## src/rtl/shift_arbiter.sv

```systemverilog
// shift_arbiter: two-port arbiter and sequencer around a shared circular
// rotate unit. The winner's operands are held in registers, rotated in EXEC,
// and the result is returned in a registered dout with a per-port done pulse.
// Optional build macro: SHIFT_ARB_FIXED_PRIO_EN selects fixed priority
// (port 0 always wins). When it is left undefined, arbitration is round-robin.
module shift_arbiter #(
    parameter int N = 16,
    parameter int M = 4
) (
    input  logic         clk,
    input  logic         reset,
    input  logic         req0,
    input  logic [N-1:0] num0,
    input  logic [M-1:0] amt0,
    input  logic         lr0,
    input  logic         req1,
    input  logic [N-1:0] num1,
    input  logic [M-1:0] amt1,
    input  logic         lr1,
    output logic         gnt0,
    output logic         gnt1,
    output logic         done0,
    output logic         done1,
    output logic [N-1:0] dout,
    output logic         busy
);

    typedef enum logic {IDLE, EXEC} state_t;

    state_t         state_q;
    logic [N-1:0]   op_num_q;
    logic [M-1:0]   op_amt_q;
    logic           op_lr_q;
    logic           op_port_q;
    logic [N-1:0]   dout_q;
    logic           gnt0_q, gnt1_q, done0_q, done1_q, busy_q;
`ifndef SHIFT_ARB_FIXED_PRIO_EN
    logic           last1_q;
`endif

    logic           win1_d;
    logic [N-1:0]   rot_d;
    logic [2*N-1:0] dbl_r, dbl_l;

    // Winner selection among the pending requests.
    always_comb begin
        win1_d = 1'b0;
`ifdef SHIFT_ARB_FIXED_PRIO_EN
        win1_d = req1 && !req0;
`else
        // Under contention, the port that was not served last wins.
        win1_d = req1 && (!req0 || !last1_q);
`endif
    end

    // Circular rotate of the latched operand. The word is doubled so that
    // bits shifted out of one half re-enter from the other half.
    always_comb begin
        dbl_r = {op_num_q, op_num_q} >> op_amt_q;
        dbl_l = {op_num_q, op_num_q} << op_amt_q;
        rot_d = op_lr_q ? dbl_l[2*N-1:N] : dbl_r[N-1:0];
    end

    // Control FSM with registered handshake outputs and result register.
    always_ff @(posedge clk) begin
        if (reset) begin
            state_q   <= IDLE;
            op_num_q  <= '0;
            op_amt_q  <= '0;
            op_lr_q   <= 1'b0;
            op_port_q <= 1'b0;
            dout_q    <= '0;
            gnt0_q    <= 1'b0;
            gnt1_q    <= 1'b0;
            done0_q   <= 1'b0;
            done1_q   <= 1'b0;
            busy_q    <= 1'b0;
`ifndef SHIFT_ARB_FIXED_PRIO_EN
            last1_q   <= 1'b1;
`endif
        end else begin
            case (state_q)
                IDLE: begin
                    done0_q <= 1'b0;
                    done1_q <= 1'b0;
                    if (req0 || req1) begin
                        op_num_q  <= win1_d ? num1 : num0;
                        op_amt_q  <= win1_d ? amt1 : amt0;
                        op_lr_q   <= win1_d ? lr1  : lr0;
                        op_port_q <= win1_d;
                        gnt0_q    <= !win1_d;
                        gnt1_q    <= win1_d;
                        busy_q    <= 1'b1;
`ifndef SHIFT_ARB_FIXED_PRIO_EN
                        last1_q   <= win1_d;
`endif
                        state_q   <= EXEC;
                    end else begin
                        gnt0_q <= 1'b0;
                        gnt1_q <= 1'b0;
                        busy_q <= 1'b0;
                    end
                end
                EXEC: begin
                    gnt0_q  <= 1'b0;
                    gnt1_q  <= 1'b0;
                    busy_q  <= 1'b0;
                    dout_q  <= rot_d;
                    done0_q <= !op_port_q;
                    done1_q <= op_port_q;
                    state_q <= IDLE;
                end
                default: state_q <= IDLE;
            endcase
        end
    end

    assign gnt0  = gnt0_q;
    assign gnt1  = gnt1_q;
    assign done0 = done0_q;
    assign done1 = done1_q;
    assign dout  = dout_q;
    assign busy  = busy_q;

endmodule

```

## config.mk

```make
export PLATFORM = sky130hd
export DESIGN_NAME = shift_arbiter
export DESIGN_NICKNAME = d
export VERILOG_FILES = /design/src/rtl/shift_arbiter.sv
export SDC_FILE = /design/constraint.sdc
export NUM_CORES = 1
export LEC_CHECK = 0
export CORE_MARGIN = 5
export CORE_UTILIZATION = 51
export DETAILED_ROUTE_END_ITERATION = 8
export MAX_ROUTING_LAYER = met4
export PLACE_DENSITY = 0.8
export SKIP_LAST_GASP = 1
export SYNTH_ARGS = -nofsm -noshare
export SYNTH_HDL_FRONTEND = slang
export SYNTH_SLANG_ARGS = --single-unit
```

## constraint.sdc

```tcl
create_clock -name clk -period 2.4 [get_ports clk]
set_clock_uncertainty 0.05 [all_clocks]
set_input_delay 0.72 -clock clk [delete_from_list [all_inputs] [get_ports clk]]
set_output_delay 0.72 -clock clk [all_outputs]
set_load 0.01 [all_outputs]
```

==> metrics <==
status completed; Die Area around 7700 um2; non-filler cells, final just over 500; initial core utilization a little over half; initial antenna violation count 0; # diodes 0; drt via density ~6.7; vias in the first global route 3168; setup total negative slack 0 ps; worst rel slew slack 61.48%; min-delay worst type reg -> reg; count of cell types in the netlist 25; Worst setup SP type register; Placed Cells approximately 500; drt drc 0; Max IR drop VDD between 0.2 and 0.3 mV; Slew Limit Fails 0; cell area after placement around 3800 um2; CP Max Fanout 30; Seq cells post-synth 44; post-route ant nets 0; Setup Fix Bufs, Post-CTS 0; synth-to-layout area growth 26.60%; post-cts resize count 0; critical path class reg -> reg; Clk pin slew, worst setup/hold paths around 80 ps; H-tree levels 2; Synth top area share between 20% and 30%; largest net degree at the start of global routing 43; RD Place Congestion 1.048; Worst EP required 2570 ps; die height between 80 and 90 um; area of the mapped netlist a little over 3000 um2; storage element area 880.8 um2; clock latency on the worst-skew pair ~300 ps; WL met2 4.458 mm; Static Leak between 1 and 1.5 nW; grt ovf 0; Syn Area/Cell ~8 um2; Syn Nets 425; Pwr per Cell Area roughly 600 nW/um2; Top Layer Used met4; max-cap viol count 0; count of final hold-check violations 0; Cells after Synth about 380; commonest non-fill, non-tap cells in the layout clkdlybuf4s50_1 (66), o22ai_1 (61), o21ai_0 (57); Synth area leaders dfxtp_1 (29%), o22ai_1 (12%), mux2_2 (12%); RSZ-0062 raised after global routing no; met1 WL 3.802 mm; layout cells sized above 1 between 10% and 20%; Via Count about 3.4k; Clock Tree Buf Depth 2; fin crit period roughly 2100 ps; Design Area, Final 3895 um2; Power, Total 2.339 mW; Worst EP arrival ~2300 ps; first-pass GRT wire length 15.15 mm; cts bufs inserted 5; number of fill cells in the layout approximately 520; DRT iter0 DRCs slightly below 600; quantity of I/O buffers inserted on ports 66; Detailed Routing Iterations Pass 1 6; Rows 28; CTS tree done; largest area contributor in the netlist dfxtp_1; Post-Route WL roughly 9.4 mm; WL per Instance around 19 um; final worst setup slack between 300 and 400 ps; gr usage total roughly 26%; synth warn 0; DP Wirelength ~6.8 mm; fin nets ~470; Worst setup EP type register; Met3 Wirelength 851 um; slew at the pin closest to its max-slew limit 577.8 ps; area occupied by multi-input gates 2031 um2; # IOs between 60 and 70; core area 5886 um2; # hold bufs at CTS 0; Root Buffer clkbuf_8; Final period util 86.51%; commonest non-fill, non-tap cell in the layout clkdlybuf4s50_1; # setup viols final 0; Max Clk Rate 0.4816 GHz; DIE WIDTH between 80 and 90 um; sequential area share after synthesis 28.63%; worst slack, placed 215.8 ps; # clock sinks between 40 and 50
==> layer usage <==
layer  global-route usage (%)  up-vias
li1                         -     1574
met1                    31.79     1544
met2                    40.48      214
met3                    4.610       46
met4                    10.60        0
met5                        -        -
==> cells in the mapped netlist (all sizes together) <==
cell type	instances
a22oi	2
nor2b	4
nor3	1
nand2b	3
a211oi	37
nor3b	3
dfxtp	44
and3b	1
inv	2
o22ai	61
o21ai	57
and2	1
buf	7
mux4	2
o2111ai	1
mux2	32
nand2	3
nand4	13
o211ai	2
nor2	42
mux2i	29
or2	2
clkbuf	30
==> worst paths after layout <==
path                             from               endpoint  slack (ps)  cells after the start
max          op_amt_q[2]$_SDFFE_PP0P_  dout[15]$_SDFFE_PP0P_         320                      5
min            op_port_q$_SDFFE_PP0P_       done0$_SDFF_PP0_         400                      1
max reg2reg  op_amt_q[2]$_SDFFE_PP0P_  dout[15]$_SDFFE_PP0P_         320                      5
min reg2reg    op_port_q$_SDFFE_PP0P_       done0$_SDFF_PP0_         400                      1
==> stage by stage <==
stage                     hold WS [ps]  util, %
after floorplan                  354.4        -
after global routing             440.7    66.18
after global placement           375.9    64.58
after detailed placement         394.2    64.58
final                            400.9    66.18
after CTS                        406.2    66.18
==> report_power, final <==
group	internal, mW	switching, mW
combinational	0.446	0.528
clock	0.234	0.257
sequential	0.801	0.0729
total	1.48	0.858
==> area by class of cell <==
| type | count | area share [%] |
|---|---|---|
| sequential | 44 | 22.61 |
| tap | 75 | 2.409 |
| timing repair buffer | 78 | 20.24 |
| multi-input combinational | 296 | 52.14 |
| inverter | 2 | 0.1927 |
| clock buffer | 7 | 2.217 |
| clock inverter | 1 | 0.1927 |
==> registers in the layout (all words and copies together), names as in the netlist <==
| register | count |
|---|---|
| op_num_q | 16 |
| busy | 1 |
| last1_q | 1 |
| op_lr_q | 1 |
| gnt0 | 1 |
| op_amt_q | 4 |
| gnt1 | 1 |
| done0 | 1 |
| done1 | 1 |
| dout | 16 |
| op_port_q | 1 |
==> logic make-up after synthesis <==
| group | synth area share [%] |
|---|---|
| flip-flops | 28.63 |
| AND/OR/NAND/NOR | 11.35 |
| multiplexers | 22.61 |
| buffers and inverters | 5.449 |
| AO/OA/AOI/OAI | 31.96 |
==> worst max-delay path, stage by stage (launching register included) <==
cell and delay [ps]:
dfxtp_1 500, or2_2 550, o22ai_1 200, o21ai_0 200, nand4_1 220, a211oi_1 260
(Power assumes the default switching activity.)
